<file path="src/rtl/i2s_tx.sv">
// I2S master transmitter: takes stereo pairs over a valid/ready handshake into a
// one-deep shadow register and serialises them MSB-first with one-bit I2S delay.
module i2s_tx #(
  parameter int DATA_W    = 16,
  parameter int SLOT_W    = 24,
  parameter int SCLK_HALF = 4
) (
  input  logic              clk,
  input  logic              rst,
  input  logic [DATA_W-1:0] lft_in,
  input  logic [DATA_W-1:0] rht_in,
  input  logic              smpl_vld,
  output logic              smpl_rdy,
  output logic              SCLK,
  output logic              LRCLK,
  output logic              SDout,
  output logic              underrun
);

  localparam int DIV_W = (SCLK_HALF > 1) ? $clog2(SCLK_HALF) : 1;
  localparam int BIT_W = $clog2(SLOT_W);
  localparam logic [DIV_W-1:0] DIV_TC    = DIV_W'(SCLK_HALF - 1);
  localparam logic [BIT_W-1:0] BIT_LAST  = BIT_W'(SLOT_W - 1);
  localparam logic [BIT_W-1:0] DATA_LAST = BIT_W'(DATA_W);

  typedef enum logic {ST_IDLE, ST_RUN} state_t;

  state_t            r_state;
  state_t            w_state_next;
  logic [DIV_W-1:0]  r_div;
  logic [BIT_W-1:0]  r_bit;
  logic              r_sclk, r_lrclk, r_sdout, r_rdy, r_underrun;
  logic              r_hold_full;
  logic [DATA_W-1:0] r_hold_l, r_hold_r, r_shift_l, r_shift_r;

  logic              w_start, w_div_tc, w_fall, w_frame, w_load, w_capture, w_data_bit;
  logic              w_lr_next;
  logic [BIT_W-1:0]  w_bit_next;

  // NOTE: sequential state uses <= so every flop samples pre-edge values.
  always_ff @(posedge clk) begin
    if (rst) r_state <= ST_IDLE;
    else     r_state <= w_state_next;
  end

  // NOTE: default first so no path leaves the signal unassigned (no latch).
  always_comb begin
    w_state_next = r_state;
    if (r_state == ST_IDLE && r_hold_full) w_state_next = ST_RUN;
  end

  always_comb begin
    w_start    = (r_state == ST_IDLE) && (w_state_next == ST_RUN);
    w_div_tc   = (r_state == ST_RUN) && (r_div == DIV_TC);
    w_fall     = w_div_tc && r_sclk;
    w_bit_next = (r_bit == BIT_LAST) ? '0 : r_bit + BIT_W'(1);
    w_lr_next  = (w_bit_next == '0) ? ~r_lrclk : r_lrclk;
    // Frame boundary: the falling SCLK where LRCLK goes right -> left.
    w_frame    = w_fall && (w_bit_next == '0) && r_lrclk;
    w_load     = w_frame && r_hold_full;
    w_capture  = smpl_vld && r_rdy;
    w_data_bit = (w_bit_next != '0) && (w_bit_next <= DATA_LAST);
  end

  // NOTE: shadow and shift data are reset too, so nothing stale can ever be emitted.
  always_ff @(posedge clk) begin
    if (rst) begin
      r_div       <= '0;
      r_bit       <= '0;
      r_sclk      <= 1'b0;
      r_lrclk     <= 1'b1;
      r_sdout     <= 1'b0;
      r_rdy       <= 1'b1;
      r_underrun  <= 1'b0;
      r_hold_full <= 1'b0;
      r_hold_l    <= '0;
      r_hold_r    <= '0;
      r_shift_l   <= '0;
      r_shift_r   <= '0;
    end else begin
      if (w_capture) begin
        r_hold_l <= lft_in;
        r_hold_r <= rht_in;
      end
      r_hold_full <= (r_hold_full && !w_load) || w_capture;
      // Ready drops on the capture edge and rises one cycle after the shadow empties.
      r_rdy       <= !(r_hold_full || w_capture);

      if (w_start) begin
        r_div   <= '0;
        r_bit   <= BIT_LAST;
        r_lrclk <= 1'b1;
      end else if (r_state == ST_RUN) begin
        r_div <= w_div_tc ? '0 : r_div + DIV_W'(1);
        if (w_div_tc) r_sclk <= ~r_sclk;
        if (w_fall) begin
          r_bit   <= w_bit_next;
          r_lrclk <= w_lr_next;
          if (w_frame) begin
            r_shift_l <= r_hold_full ? r_hold_l : '0;
            r_shift_r <= r_hold_full ? r_hold_r : '0;
            if (!r_hold_full) r_underrun <= 1'b1;
            r_sdout <= 1'b0;
          end else if (w_data_bit) begin
            if (w_lr_next) begin
              r_sdout   <= r_shift_r[DATA_W-1];
              r_shift_r <= {r_shift_r[DATA_W-2:0], 1'b0};
            end else begin
              r_sdout   <= r_shift_l[DATA_W-1];
              r_shift_l <= {r_shift_l[DATA_W-2:0], 1'b0};
            end
          end else begin
            r_sdout <= 1'b0;
          end
        end
      end
    end
  end

  assign smpl_rdy = r_rdy;
  assign SCLK     = r_sclk;
  assign LRCLK    = r_lrclk;
  assign SDout    = r_sdout;
  assign underrun = r_underrun;

endmodule

</file>
<file path="config.mk">
export PLATFORM = sky130hd
export DESIGN_NAME = i2s_tx
export DESIGN_NICKNAME = d
export VERILOG_FILES = /design/src/rtl/i2s_tx.sv
export SDC_FILE = /design/constraint.sdc
export NUM_CORES = 1
export LEC_CHECK = 0
export CELL_PAD_IN_SITES_DETAIL_PLACEMENT = 0
export CELL_PAD_IN_SITES_GLOBAL_PLACEMENT = 1
export CORE_MARGIN = 3
export CORE_UTILIZATION = 42
export CTS_CLUSTER_DIAMETER = 200
export DETAILED_ROUTE_END_ITERATION = 6
export MAX_ROUTING_LAYER = met4
export PLACE_DENSITY = 0.91
export SETUP_SLACK_MARGIN = 0.15
export SKIP_CTS_REPAIR_TIMING = 1
export SLEW_MARGIN = 20
export SYNTH_ARGS = -nofsm -noshare
export SYNTH_HDL_FRONTEND = slang
export SYNTH_SLANG_ARGS = --single-unit
</file>
<file path="constraint.sdc">
create_clock -name clk -period 2.6 [get_ports clk]
set_input_delay 0.52 -clock clk [delete_from_list [all_inputs] [get_ports clk]]
set_output_delay 0.52 -clock clk [all_outputs]
set_load 0.02 [all_outputs]
</file>
Word-level counts from Yosys, hierarchy flattened
Index checks and enable logic that the tools add are counted.
{"block": "totals", "reg_bits": 78, "input_bits": 35, "word_cells": 71}
{"block": "op_classes", "add_sub_neg": 2, "magnitude_cmp": 1, "n_eq_ne": 3, "muxes": 18, "bitwise": 5, "reduce_logical": 28}
{"operator": "two-way mux 16 bit", "n": 8}
{"operator": "two-way mux 5 bit", "n": 4}
{"operator": "AND reduction 5 bit", "n": 3}
{"operator": "logical AND 1 bit", "n": 10}
{"operator": "nonzero test 2 bit", "n": 4}
{"operator": "AND reduction 3 bit", "n": 2}
{"operator": "adder 5 x 1 -> 5 bit (second input constant)", "n": 1}
{"operator": "== test 5 bit (second input constant)", "n": 1}
{"operator": "less-or-equal comparator 5 bit (second input constant)", "n": 1}
{"operator": "logical NOT 5 bit", "n": 1}
{"operator": "two-way mux 1 bit", "n": 5}
{"operator": "NOT 1 bit", "n": 5}
{"operator": "nonzero test 5 bit", "n": 1}
{"operator": "AND reduction 2 bit", "n": 2}
{"operator": "adder 2 x 1 -> 2 bit (second input constant)", "n": 1}
{"operator": "== test 2 bit (second input constant)", "n": 1}
{"operator": "logical NOT 1 bit", "n": 2}
{"operator": "logical OR 1 bit", "n": 2}
{"operator": "two-way mux 2 bit", "n": 1}
{"operator": "inequality test 2 bit (second input constant)", "n": 1}
{"operator": "OR reduction 2 bit", "n": 1}

Logic depth before layout (Yosys ltp)
Gate-level depths: netlist (run 1).
{"block": "depth", "depth_word": 9, "ltp_mapped": 11}

Worst setup path before layout (run 1)
No wires, ideal clock.
{"block": "synth_path", "path_kind": "flip-flop to flip-flop", "from": "register r_bit[0]", "to": "register r_shift_l[10]", "setup_ns": 0.145, "t_arrival_ns": 2.184, "t_required_ns": 2.455, "setup_slack_ns": 0.271, "stages_incl_launch_ff": 12, "path_buffers": 3, "period_less_slack_ns": 2.329, "cell_sequence": "dfxtp_1 -> ha_1 -> nand3_1 -> nor2_1 -> a21oi_1 -> ha_1 -> buf_2 -> or3b_1 -> buf_6 -> buf_6 -> a2111oi_2 -> a211oi_2"}
{"block": "synth_via", "elab_chain_cells": 7}
{"element": "start, declared", "line_no": "31", "text": "logic [BIT_W-1:0] r_bit;"}
{"element": "start signal, assigned", "line_no": "97", "text": "r_bit <= w_bit_next;"}
{"element": "adder 5 x 1 -> 5 bit / == test 5 bit (equally long branches)", "line_no": "56", "text": "w_bit_next = (r_bit == BIT_LAST) ? '0 : r_bit + BIT_W'(1);"}
{"element": "two-way mux 5 bit (*)", "line_no": "56"}
{"element": "branches (longest 5 deep; another with less-or-equal comparator 5 bit)"}
{"element": "end signal, assigned", "line_no": "100", "text": "r_shift_l <= r_hold_full ? r_hold_l : '0;"}
{"element": "end signal, assigned", "line_no": "110", "text": "r_shift_l <= {r_shift_l[DATA_W-2:0], 1'b0};"}
{"element": "end, declared", "line_no": "34", "text": "logic [DATA_W-1:0] r_hold_l, r_hold_r, r_shift_l, r_shift_r;"}
Mark *: on every way between the ends.
A chain may end at the register's enable or synchronous reset.

Worst setup path after layout (run 1)
{"block": "layout_path", "from": "register r_bit[0]", "to": "register r_shift_l[11]"}
Same word-level chain as after synthesis.

==> results.py, run 1 <==
metrics = {
    "status": {
        "status": "completed",
    },
    "finish": {
        "antennaDiodeCount": 0,
        "finalNetCount": 490,
        "drive_above_1_share": 0.160,
        "finalInstanceArea_um2": 4490,
        "fin_util": 0.541,
        "syn_to_final_growth_pct": 23.6,
    },
    "timing": {
        "timing_hold_violations_final": 0,
        "period_share": 0.920,
        "finalMaxSlewViolations": 0,
        "fmax_ghz": 0.418,
        "finalSetupTns_ns": 0,
        "worst_pin_slew_ns": 0.770,
        "min_period_ns": 2.39,
        "fin_skew_ns": 0.00845,
        "rsz0062_at_grt": "no",
        "setup_slack_ns": 0.209,
        "setup_viol": 0,
        "slew_headroom": 0.486,
    },
    "power_and_ir_drop": {
        "irDropWorstVdd_mv": 0.309,
        "p_leak_nw": 1.42,
        "pwr-share-seq": 0.493,
        "power.switching_mw": 0.604,
        "p_clk_frac": 0.429,
        "p_per_area_nw_per_um2": 575,
        "p_sw_frac": 0.234,
        "intPower_mw": 1.98,
        "combPwrFrac": 0.078,
    },
    "die": {
        "boundaryPins": 40,
        "die_y_um": 99.0,
        "die_area_um2": 9800,
        "rows": 33,
        "coreArea_um2": 8300,
        "start_util": 0.438,
        "die_w_um": 99.0,
    },
    "min_path": {
        "hp-start": "r_hold_l[6]",
        "holdPathEnd": "r_hold_l[6]",
        "hold_depth": 2,
        "min_path_type": "reg2reg",
    },
    "yosys": {
        "syn-num-nets": 467,
        "netlist.top_cell.by_area": "dfxtp_1",
        "synth_seq_cells": 78,
        "avgSynthCellArea_um2": 8.47,
        "synth-edff-count": 0,
        "synth_cell_type_count": 43,
        "synth_flop_cell": "dfxtp_1",
        "yosys.area.top_type_share": 0.430,
        "ys_seq_area_frac": 0.430,
        "syn_inst": 429,
        "synthTopCellsByArea": "dfxtp_1, nand2_1, a21oi_1",
        "ys.warnings.count": 0,
        "synth_commonest_cells": "nand2_1, dfxtp_1, a21oi_1",
        "async_flop_share": 0,
        "synth_most_common_cell": "nand2_1",
        "synth_area_um2": 3630,
    },
    "clock_tree": {
        "clock-sinks": 78,
        "clock_path_buffers": 2,
        "cts_buffers": 9,
        "clkSlewWorstSetupHoldPaths_ns": 0.08,
        "cts_tree": "yes",
        "cts_max_level": 3,
        "cts_root_buf": "clkbuf_8",
        "clock_latency_ns": 0.35,
    },
    "worst_setup_path": {
        "slowest_stage": "a2111oi_2",
        "critPathCaptureType": "flop",
        "path_class": "reg2reg",
        "path_buf_inv": 1,
        "crit_required_ns": 2.82,
        "start_kind": "flop",
        "r2r_setup_slack_ns": 0.21,
        "cp_slowest_stage_delay_ns": 0.41,
        "cp_cell_sequence": "ha_4 > nand3_1 > nor2_1 > a21oi_1 > ha_2 > or3b_4 > buf_6 > a2111oi_2 > a211oi_2",
        "rr_endpoint": "r_shift_l[11]",
        "cp.arrival_ns": 2.62,
        "r2r_cells": 9,
        "path_max_fanout": 10,
        "r2r-start": "r_bit[0]",
        "crit_family": "simple AND/OR/NAND/NOR gates",
    },
    "global_routing": {
        "antenna_found_initial": 0,
        "grt_pass1_wl_um": 13900,
        "gr-usage-all-layers": 0.177,
        "grt_max_degree": 35,
        "overflow": 0,
        "first_global_vias": 3033,
    },
    "drt": {
        "vias": 3116,
        "antenna_left": 0,
        "viasPerCell": 5.54,
        "wirelength_um": 8130,
        "dr.pass1.iters": 4,
        "drc": 0,
        "routedWlPerCell_um": 14.5,
        "drt_iter0_drc": 143,
    },
    "place": {
        "place.gp.congestion": 0.791,
        "numPortBuffers": 39,
        "dp_hpwl_um": 5300,
        "pre_cts_ws_ns": 0.0992,
        "post_dp_cell_area_um2": 4090,
    },
    "flow_run": {
        "max-cap-violations": 0,
    },
}
## worst register-to-register path: cells and delay by family (launching register included)
| family | cells | cell delay [ns] |
|---|---|---|
| AOI/OAI and AO/OA | 3 | 0.56 |
| adders and majority gates | 2 | 0.51 |
| buffers and inverters | 1 | 0.18 |
| DFF | 1 | 0.38 |
| and+or+nand+nor | 3 | 0.64 |
## logic make-up (layout without fill, tap and decap cells)
| group | count (synthesis) | count (layout) | share of synthesized area |
|---|---|---|---|
| adder cells (fa/ha/maj) | 4 | 4 | 0.0134 |
| AO/OA/AOI/OAI | 132 | 132 | 0.280 |
| flip-flops | 78 | 78 | 0.430 |
| buffers and inverters | 65 | 93 | 0.0778 |
| AND/OR/NAND/NOR | 148 | 148 | 0.194 |
| XOR/XNOR | 2 | 2 | 0.00482 |
## power by group through the flow
stage / registers (mW) / logic (mW) / clock network (mW)
global placement: 1.30 / 0.194 / 0
floorplan: 1.28 / 0.120 / 0
CTS: 1.27 / 0.199 / 1.13
finish: 1.27 / 0.200 / 1.11
detailed placement: 1.30 / 0.199 / 0
global route: 1.28 / 0.225 / 1.18
## sequential cells by signal, summed over array words and instances, names as in the netlist
signal	flops
r_shift_r	16
r_div	2
r_shift_l	16
SDout	1
r_state	1
r_hold_full	1
smpl_rdy	1
r_hold_l	16
underrun	1
r_hold_r	16
SCLK	1
r_bit	5
LRCLK	1
## layout by cell type, fill, tap and decap left out, drive strengths merged, types with 3 or more instances in the layout
cell           instances
a21boi                15
inv                   22
nand2                 85
nand3                 18
a21oi                 56
and4                  15
a2111oi               15
buf                   19
nor2                  12
clkdlybuf4s50         38
nor3                   4
dfxtp                 78
o21ai                  4
a211oi                17
bufinv                 3
ha                     3
clkbuf                 9
a311oi                15
and2                   3
## cell type report
type                    instances  area [µm²]
multi-input cells             286        1930
clock inverters                 7         120
repair buffers                 57         541
fillers                       750        3810
flip-flops and latches         78        1570
inverters                      20        75.1
clock buffers                   9         124
well taps                     105         131
## routing by layer
layer	vias up	GRT usage	share of wire
met4	0	0.0683	0.016
met3	10	0.0389	0.039
li1	1571	-	-
met5	-	-	0
met1	1474	0.228	0.47
met2	61	0.271	0.48
## how the worst max path moves through the flow
stage | startpoint | to | slack, ns | cells past startpoint
floorplan | r_bit[0] | r_shift_l[10] | 0.27 | 11
finish | r_bit[0] | r_shift_l[11] | 0.21 | 9
global placement | r_bit[0] | r_shift_l[7] | 0.19 | 9
global route | r_bit[0] | r_shift_l[11] | 0.07 | 9
CTS | r_bit[0] | r_shift_l[4] | 0.07 | 9
detailed placement | r_bit[0] | r_shift_l[8] | 0.1 | 9
## per-stage QoR
| stage | total power [mW] | hold slack (ns) | instances |
|---|---|---|---|
| finish | 2.58 | 0.455 | 562 |
| global route | 2.68 | 0.476 | 562 |
| CTS | 2.59 | 0.456 | 562 |
| detailed placement | 1.50 | 0.444 | 546 |
| global placement | 1.49 | 0.441 | 546 |
| floorplan | 1.40 | 0.430 | 429 |
(Power assumes the default switching activity.)
==> inputs of run 2 (changes only) <==
--- a/config.mk
+++ b/config.mk
@@ -5,8 +5,10 @@
 export SDC_FILE = /design/constraint.sdc
 export NUM_CORES = 1
 export LEC_CHECK = 0
+export ABC_CLOCK_PERIOD_IN_PS = 2600
 export CELL_PAD_IN_SITES_DETAIL_PLACEMENT = 0
 export CELL_PAD_IN_SITES_GLOBAL_PLACEMENT = 1
+export CORE_ASPECT_RATIO = 0.7
 export CORE_MARGIN = 3
 export CORE_UTILIZATION = 42
 export CTS_CLUSTER_DIAMETER = 200
@@ -15,7 +17,7 @@
 export PLACE_DENSITY = 0.91
 export SETUP_SLACK_MARGIN = 0.15
 export SKIP_CTS_REPAIR_TIMING = 1
-export SLEW_MARGIN = 20
+export SLEW_MARGIN = 0
 export SYNTH_ARGS = -nofsm -noshare
 export SYNTH_HDL_FRONTEND = slang
 export SYNTH_SLANG_ARGS = --single-unit
==> run 2 against run 1 <==
Worst setup slack improved by 0.038 ns. First-iteration DRC count rose by 97%. Die area rose by 0.19%. Critical path type unchanged. Sequential share of layout area fell by 0.91 points. Fmax rose by 1.6%. Flip-flop and latch count did not move. Clock skew fell by 0.0011 ns. Critical path depth did not move. Routed wire length rose by 8.1%.
==> results.py, run 2 (same netlist as run 1, synthesis figures left out) <==
metrics = {
    "clock_tree": {
        "clock_latency_ns": 0.34,
        "cts_buffers": 9,
        "cts_max_level": 3,
        "clkSlewWorstSetupHoldPaths_ns": 0.06,
        "clock-sinks": 78,
        "cts_tree": "yes",
        "cts_root_buf": "clkbuf_16",
        "clock_path_buffers": 2,
    },
    "finish": {
        "final_common_cell": "nand2_1",
        "mostFrequentLayoutCells": "nand2_1, dfxtp_1, a21oi_1",
        "drive_above_1_share": 0.155,
        "syn_to_final_growth_pct": 26.4,
        "finalNetCount": 490,
        "n_fill_cell": 696,
        "antennaDiodeCount": 0,
    },
    "worst_setup_path": {
        "cp.arrival_ns": 2.59,
        "slowest_stage": "or3b_1",
        "start_kind": "flop",
        "cp_slowest_stage_delay_ns": 0.41,
        "path_buf_inv": 1,
        "crit_required_ns": 2.83,
        "cp-startpoint": "r_bit[0]",
        "critPathCaptureType": "flop",
        "r2r-start": "r_bit[0]",
        "path_class": "reg2reg",
        "crit_family": "simple AND/OR/NAND/NOR gates",
        "path_max_fanout": 8,
        "cp_cell_sequence": "ha_4 > nand3_1 > nor2_1 > a21oi_1 > ha_1 > or3b_1 > buf_6 > a21o_4 > a31o_2",
    },
    "power_and_ir_drop": {
        "p_leak_nw": 1.45,
        "power.total_mw": 2.77,
        "irDropWorstVdd_mv": 0.312,
        "p_per_area_nw_per_um2": 602,
    },
    "drt": {
        "routedWlPerCell_um": 15.3,
        "viasPerCell": 5.47,
        "antenna_left": 0,
        "dr.pass1.iters": 4,
        "drc": 0,
        "wirelength_um": 8790,
        "vias": 3135,
        "drt_iter0_drc": 281,
    },
    "min_path": {
        "hp-start": "r_hold_l[1]",
        "min_path_type": "reg2reg",
    },
    "die": {
        "boundaryPins": 40,
        "die_y_um": 83.8,
        "rows": 27,
        "die_w_um": 117,
        "die_area_um2": 9820,
        "start_util": 0.446,
        "coreArea_um2": 8140,
    },
    "timing": {
        "fmax_ghz": 0.425,
        "min_period_ns": 2.35,
        "fin_skew_ns": 0.00735,
        "finalMaxSlewViolations": 0,
        "slew_headroom": 0.411,
        "timing_hold_violations_final": 0,
        "finalSetupTns_ns": 0,
        "period_share": 0.905,
        "rsz0062_at_grt": "no",
        "setup_viol": 0,
        "worst_pin_slew_ns": 0.883,
    },
    "flow_run": {
        "max-cap-violations": 0,
    },
    "global_routing": {
        "grt_pass1_wl_um": 14300,
        "antenna_found_initial": 0,
        "first_global_vias": 2990,
        "overflow": 0,
        "grt_max_degree": 47,
        "gr-usage-all-layers": 0.184,
    },
    "status": {
        "status": "completed",
    },
    "place": {
        "dp_hpwl_um": 5300,
        "numPortBuffers": 39,
        "place.gp.congestion": 0.810,
    },
}
## run 2: cell types whose count changed in the layout (fill, tap and decap cells not counted), moves of 2 or more
cell	previous run	this run
clkbuf_16	0	9
clkbuf_8	9	1
a2111oi_2	7	5
a2111oi_4	8	10
a211oi_1	7	5
a211oi_2	10	12
bufinv_16	3	1
dfxtp_2	0	2
dfxtp_4	2	0
## run 2: worst register-to-register path, cell delays in order (launching register included)
cell	delay [ns]
dfxtp_2	0.38
ha_4	0.16
nand3_1	0.09
nor2_1	0.10
a21oi_1	0.05
ha_1	0.33
or3b_1	0.41
buf_6	0.18
a21o_4	0.28
a31o_2	0.26
## run 2: cell type report
cell class,count,area (µm²),share of cell area
Multi-Input combinational cell,287,1970,0.429
Tap cell,116,145,0.0316
Clock inverter,6,67.6,0.0147
Clock buffer,10,239,0.0520
Sequential cell,78,1560,0.340
Timing Repair Buffer,56,533,0.116
Inverter,20,75.1,0.0163
## run 2: worst paths after layout
kind / end / slack, ns / cells past startpoint
worst min-delay path: r_hold_l[1] / 0.45 / 2
worst max register to register: r_shift_l[0] / 0.25 / 9
worst max-delay path: r_shift_l[0] / 0.25 / 9
worst min register to register: r_hold_l[1] / 0.45 / 2
## run 2: power breakdown
group | switching [mW] | internal [mW]
Combinational | 0.106 | 0.0977
Sequential | 0.0378 | 1.24
Clock | 0.512 | 0.774
## run 2: layer usage
layer  share of wire  GRT usage
met3           0.054     0.0543
met2            0.46      0.254
met1            0.48      0.256
met4           0.011     0.0615
met5               0          -
## run 2: metrics by stage
stage	hold slack, ns	area, µm²	worst slack [ns]	utilization	std cells
after floorplan	0.430	3630	0.271	-	429
after global placement	0.440	4100	0.207	0.503	556
after detailed placement	0.446	4100	0.113	0.503	556
after CTS	0.454	4400	0.0756	0.541	572
after global routing	0.475	4590	0.122	0.564	573
final	0.451	4590	0.247	0.564	573
